### src/rtl/la_capture_reader.sv
// Streams a captured logic-analyser window out of the capture RAM over 8N1 UART as header 0xA5, DEPTH samples, checksum.
// One RAM read is issued at the start of each byte, so the next sample is always ready before the current byte finishes.
module la_capture_reader #(
  parameter int ADDR_W   = 10,
  parameter int PRE_TRIG = 256,
  parameter int CLK_DIV  = 434
) (
  input  logic              clk,
  input  logic              rst,
  input  logic              cap_done,
  input  logic [ADDR_W-1:0] trig_addr,
  output logic              ram_rd_en,
  output logic [ADDR_W-1:0] ram_addr,
  input  logic [7:0]        ram_data,
  output logic              uart_tx,
  output logic              busy,
  output logic              done
);

  localparam int                DIV_W    = (CLK_DIV > 1) ? $clog2(CLK_DIV) : 1;
  localparam logic [ADDR_W-1:0] PRE      = ADDR_W'(PRE_TRIG);
  localparam logic [DIV_W-1:0]  DIV_LAST = DIV_W'(CLK_DIV - 1);
  localparam logic [ADDR_W-1:0] LAST_K   = '1;

  typedef enum logic [2:0] {IDLE, HDR, DATA, CSUM, FIN} state_t;

  state_t            state, state_d;
  logic [ADDR_W-1:0] base;
  logic [ADDR_W-1:0] byte_cnt;
  logic [DIV_W-1:0]  div_cnt;
  logic [3:0]        bit_cnt;
  logic [7:0]        tx_byte;
  logic [7:0]        pend;
  logic [7:0]        csum;
  logic              rd_dly;
  logic              sending;
  logic              bit_end;
  logic              byte_end;
  logic              byte_begin;
  logic              last_data;
  logic [2:0]        bsel;

  assign sending    = (state == HDR) || (state == DATA) || (state == CSUM);
  assign bit_end    = (div_cnt == DIV_LAST);
  assign byte_end   = bit_end && (bit_cnt == 4'd9);
  assign byte_begin = sending && (bit_cnt == 4'd0) && (div_cnt == '0);
  assign last_data  = (state == DATA) && (byte_cnt == LAST_K);
  assign bsel       = 3'(bit_cnt - 4'd1);

  always_comb begin
    state_d = state;
    busy    = sending;
    done    = 1'b0;
    uart_tx = 1'b1;
    case (state)
      IDLE:    if (cap_done) state_d = HDR;
      HDR:     if (byte_end) state_d = DATA;
      DATA:    if (byte_end && last_data) state_d = CSUM;
      CSUM:    if (byte_end) state_d = FIN;
      FIN: begin
        done    = 1'b1;
        state_d = IDLE;
      end
      default: state_d = IDLE;
    endcase
    // Bit 0 is the start bit, 1..8 the data LSB first, 9 the stop bit.
    if (sending) begin
      if (bit_cnt == 4'd0)       uart_tx = 1'b0;
      else if (bit_cnt <= 4'd8)  uart_tx = tx_byte[bsel];
    end
  end

  always_ff @(posedge clk or posedge rst) begin
    if (rst) begin
      state     <= IDLE;
      base      <= '0;
      byte_cnt  <= '0;
      div_cnt   <= '0;
      bit_cnt   <= '0;
      tx_byte   <= '0;
      pend      <= '0;
      csum      <= '0;
      rd_dly    <= 1'b0;
      ram_rd_en <= 1'b0;
      ram_addr  <= '0;
    end else begin
      state     <= state_d;
      ram_rd_en <= 1'b0;
      rd_dly    <= ram_rd_en;
      if (rd_dly) begin
        pend <= ram_data;
        csum <= csum + ram_data;
      end
      if (state == IDLE) begin
        div_cnt <= '0;
        bit_cnt <= '0;
        if (cap_done) begin
          base     <= trig_addr - PRE;
          tx_byte  <= 8'hA5;
          csum     <= '0;
          byte_cnt <= '0;
        end
      end else if (sending) begin
        // The header fetches sample 0; data byte k fetches sample k+1, except the last one.
        if (byte_begin && ((state == HDR) || ((state == DATA) && !last_data))) begin
          ram_rd_en <= 1'b1;
          ram_addr  <= (state == HDR) ? base : ram_addr + 1'b1;
        end
        if (bit_end) begin
          div_cnt <= '0;
          if (bit_cnt == 4'd9) begin
            bit_cnt <= '0;
            if (state == DATA) byte_cnt <= byte_cnt + 1'b1;
            tx_byte <= last_data ? csum : pend;
          end else begin
            bit_cnt <= bit_cnt + 4'd1;
          end
        end else begin
          div_cnt <= div_cnt + 1'b1;
        end
      end
    end
  end

endmodule

### config.mk
export PLATFORM = sky130hd
export DESIGN_NAME = la_capture_reader
export DESIGN_NICKNAME = d
export VERILOG_FILES = /design/src/rtl/la_capture_reader.sv
export SDC_FILE = /design/constraint.sdc
export NUM_CORES = 1
export LEC_CHECK = 0
export CORE_ASPECT_RATIO = 0.9
export CORE_MARGIN = 1
export CORE_UTILIZATION = 45
export DETAILED_ROUTE_END_ITERATION = 8
export DONT_BUFFER_PORTS = 1
export MAX_ROUTING_LAYER = met4
export PLACE_DENSITY = 0.71
export SLEW_MARGIN = 20
export SYNTH_ARGS = -nofsm -noshare
export SYNTH_HDL_FRONTEND = slang
export SYNTH_SLANG_ARGS = --single-unit
export TNS_END_PERCENT = 5
### constraint.sdc
create_clock -name clk -period 2.1 [get_ports clk]
set_clock_uncertainty 0.05 [all_clocks]
set_input_delay 0.21 -clock clk [delete_from_list [all_inputs] [get_ports clk]]
set_output_delay 0.21 -clock clk [all_outputs]
set_load 0.01 [all_outputs]
==> key figures <==
Run status
  • Run status: finished, violations left
  • Failing checks: negative setup slack

Yosys
  • Post-synth top flop: dfrtp_1
  • Asr flop ratio synth: 1.00
  • Synth warnings: 0
  • Sequential share of the synthesized area: 0.457
  • Synth top area cells: dfrtp_1 (46%), nand2_1 (5.8%), ha_1 (5.4%), mux2i_1 (4.3%), nor2_1 (4.3%)
  • Dominant cell type by area after synthesis: dfrtp_1
  • Synth Net Count: 448
  • Cell Area, Synth: 0.00395 mm²
  • Avg Cell Area, Syn: 9.65 µm²
  • Flops & latches, synth: 72
  • Post-Syn Instances: 409
  • Post-synth top area share: 0.457
  • Synth unique cells: 57
  • EDFF count, synth: 0

Power
  • VDD IR max: 0.476 mV
  • LEAKAGE: 2.13 nW
  • Pwr/cell area: 570 mW/mm²
  • Tot Pwr: 0.00275 W

Global routing
  • GRT Total Usage: 0.225
  • Largest net degree at the start of global routing: 33
  • Gr ovfl total: 0
  • Initial antenna violation count: 0
  • First-pass GRT wire length: between 15000 and 20000 µm
  • Vias in the first global route: 3253

Placed design
  • DP Worst Slack: -0.0255 ns
  • Hpwl dp: 6620 µm
  • PortBufs: 0
  • Gpl congestion: 0.867
  • Placed Area: roughly 0.0044 mm²
  • Dpl cells: 553

STA
  • Worst Tran Pin Value: roughly 0.80 ns
  • Final Hold Viols: 0
  • Worst setup margin: -0.304 ns
  • Slew headroom: 0.465
  • Fmax: ~420 MHz
  • Final setup viols: 1
  • Fin. max-slew vios: 0
  • Period utilization: 1.14
  • RSZ-0062 raised after global routing: yes
  • Minimum clock period: 2.40 ns
  • Final setup TNS: -0.304 ns

Die
  • Core area: ~0.0085 mm²
  • Area of the die: a little over 0.009 mm²
  • Starting density of the core: 0.463
  • I/O pin cnt: 35
  • Chip Width: 101 µm
  • Die Y: roughly 91 µm
  • Row count: 32

Detailed routing
  • DR vias/cell: 5.42
  • Drt wl/cell: 15.4 µm
  • Iteration-0 DRC Markers: about 170
  • Vias: 3194
  • Routed WL: 9090 µm
  • Antenna Nets Post-Route: 0
  • Initial DRT Pass Iterations: 4
  • DR DRC count: 0

Critical path
  • CP Class: reg -> out
  • Reg2Reg Depth: 8
  • Reg2reg start: div_cnt[0]
  • Worst Setup End Kind: primary output
  • Flop2flop setup slack: 0.02 ns
  • Maximum fanout along the worst path: 2
  • Reg-to-Reg End: byte_cnt[9]
  • CP startpoint kind: flip-flop
  • Req. time, crit path: 1.84 ns
  • Critical Path AT: roughly 2.1 ns

Final layout
  • Layout fillers: 749
  • Post-Layout Cell Count: 589
  • Commonest non-fill, non-tap cell in the layout: dfrtp_1
  • Layout cells sized above 1: 0.204
  • Multi-input logic area: approximately 0.0021 mm²
  • Area delta synth->final: 22.4%
  • # diodes: 0
  • Final Instance Area: 0.00483 mm²
  • Register area: 0.00180 mm²
  • Final Net Count: 504
  • Most frequent cells in the layout: dfrtp_1 (71), nand2_1 (61), nor2_1 (42)

Worst hold path
  • Hold path depth: 2
  • HP Class: in -> reg
  • Hold_sp: trig_addr[8]
  • Hold Path Sink: base[9]

Clock tree
  • CTS Sinks: 72
  • CTS max path bufs: 2
  • CTS tree: built
  • Root Buffer: clkbuf_8
  • Clock Pin Slew Worst Setup and Hold Paths: 0.08 ns
  • Clock latency on the worst-skew pair: 0.37 ns
  • Max H-tree Level: 3
  • CTS Buf Count: 9

Job
  • Max-Cap Viols: 0
## cell families (layout without fill, tap and decap cells)
kind of cell	count (synthesis)	in the layout	synth area share
and+or+nand+nor	177	177	0.219
AOI/OAI and AO/OA	72	72	0.123
DFF	72	72	0.457
muxes	26	26	0.0745
buffers and inverters	25	86	0.0247
xor gates and xnor gates	19	19	0.0422
adders and majority gates	18	18	0.0590
## flip-flops by register name (all words and copies together), names as in the netlist, 3 cells and up
| name | count |
|---|---|
| base | 10 |
| bit_cnt | 4 |
| byte_cnt | 10 |
| csum | 8 |
| div_cnt | 9 |
| pend | 8 |
| ram_addr | 10 |
| state | 3 |
| tx_byte | 8 |
## stage by stage
step,hold slack [ns],util
after floorplan,0.265,-
after global placement,0.200,0.512
after detailed placement,0.211,0.512
after CTS,0.0107,0.561
after global routing,0.0230,0.566
final,0.0103,0.566
## synth_stat cells (all sizes together), types with 10 or more instances
library cell,instances
a21oi,14
clkbuf,11
dfrtp,72
ha,17
inv,10
mux2i,17
nand2,61
nand3,17
nor2,46
o21ai,27
xor2,12
## metal layers
layer  part of all wire  GRT usage  wire length [µm]  up-vias
li1                   -          -                 -     1548
met1               0.49      0.303              4420     1569
met2               0.46      0.327              4170       60
met4              0.016     0.0773               144        0
met3              0.038     0.0619               349       17
met5                  0          -                 0        -
## final cells by class
class	count	area share
Multi-Input combinational cell	312	0.437
Clock inverter	7	0.0163
Timing Repair Buffer	60	0.108
Clock buffer	9	0.0257
Inverter	10	0.00855
Sequential cell	72	0.374
Tap cell	119	0.0308
## worst max-delay path, stage by stage, from the launching register on
cell     delay, ns
dfrtp_1       0.37
inv_2         0.06
ha_4          0.27
mux4_2        0.50
mux2i_1       0.20
nor3_1        0.08
o31ai_2       0.18
nand2_1       0.13
## how the worst max path moves through the flow
stage	depth (start not counted)	slack, ns	end	startpoint
after detailed placement	6	-0.03	byte_cnt[4]	div_cnt[6]
after floorplan	7	-0.002	uart_tx	bit_cnt[0]
after global placement	6	0.04	byte_cnt[9]	div_cnt[6]
after CTS	7	-0.39	uart_tx	bit_cnt[1]
after global routing	8	-0.40	uart_tx	bit_cnt[1]
final	7	-0.30	uart_tx	bit_cnt[1]
## report_power, final
part           internal (W)  switching (W)  leakage, nW  total, W
Clock              0.000558       0.000579       0.0925   0.00114
Combinational     0.0000909      0.0000964         1.15  0.000187
Sequential          0.00141      0.0000198        0.891   0.00143
Total               0.00206       0.000695         2.13   0.00275
## repair_timing
item | 4_1_cts | 5_1_grt
pin swaps | 3 | 5
cloned | 0 | 0
setup endpoints to repair | 4 | 17
endpoints found under the hold margin | 47 | 0
setup buffers | 1 | 1
hold buffers | 18 | 0
gates resized for setup | 6 | 12
Power figures use the tool's default switching activity.
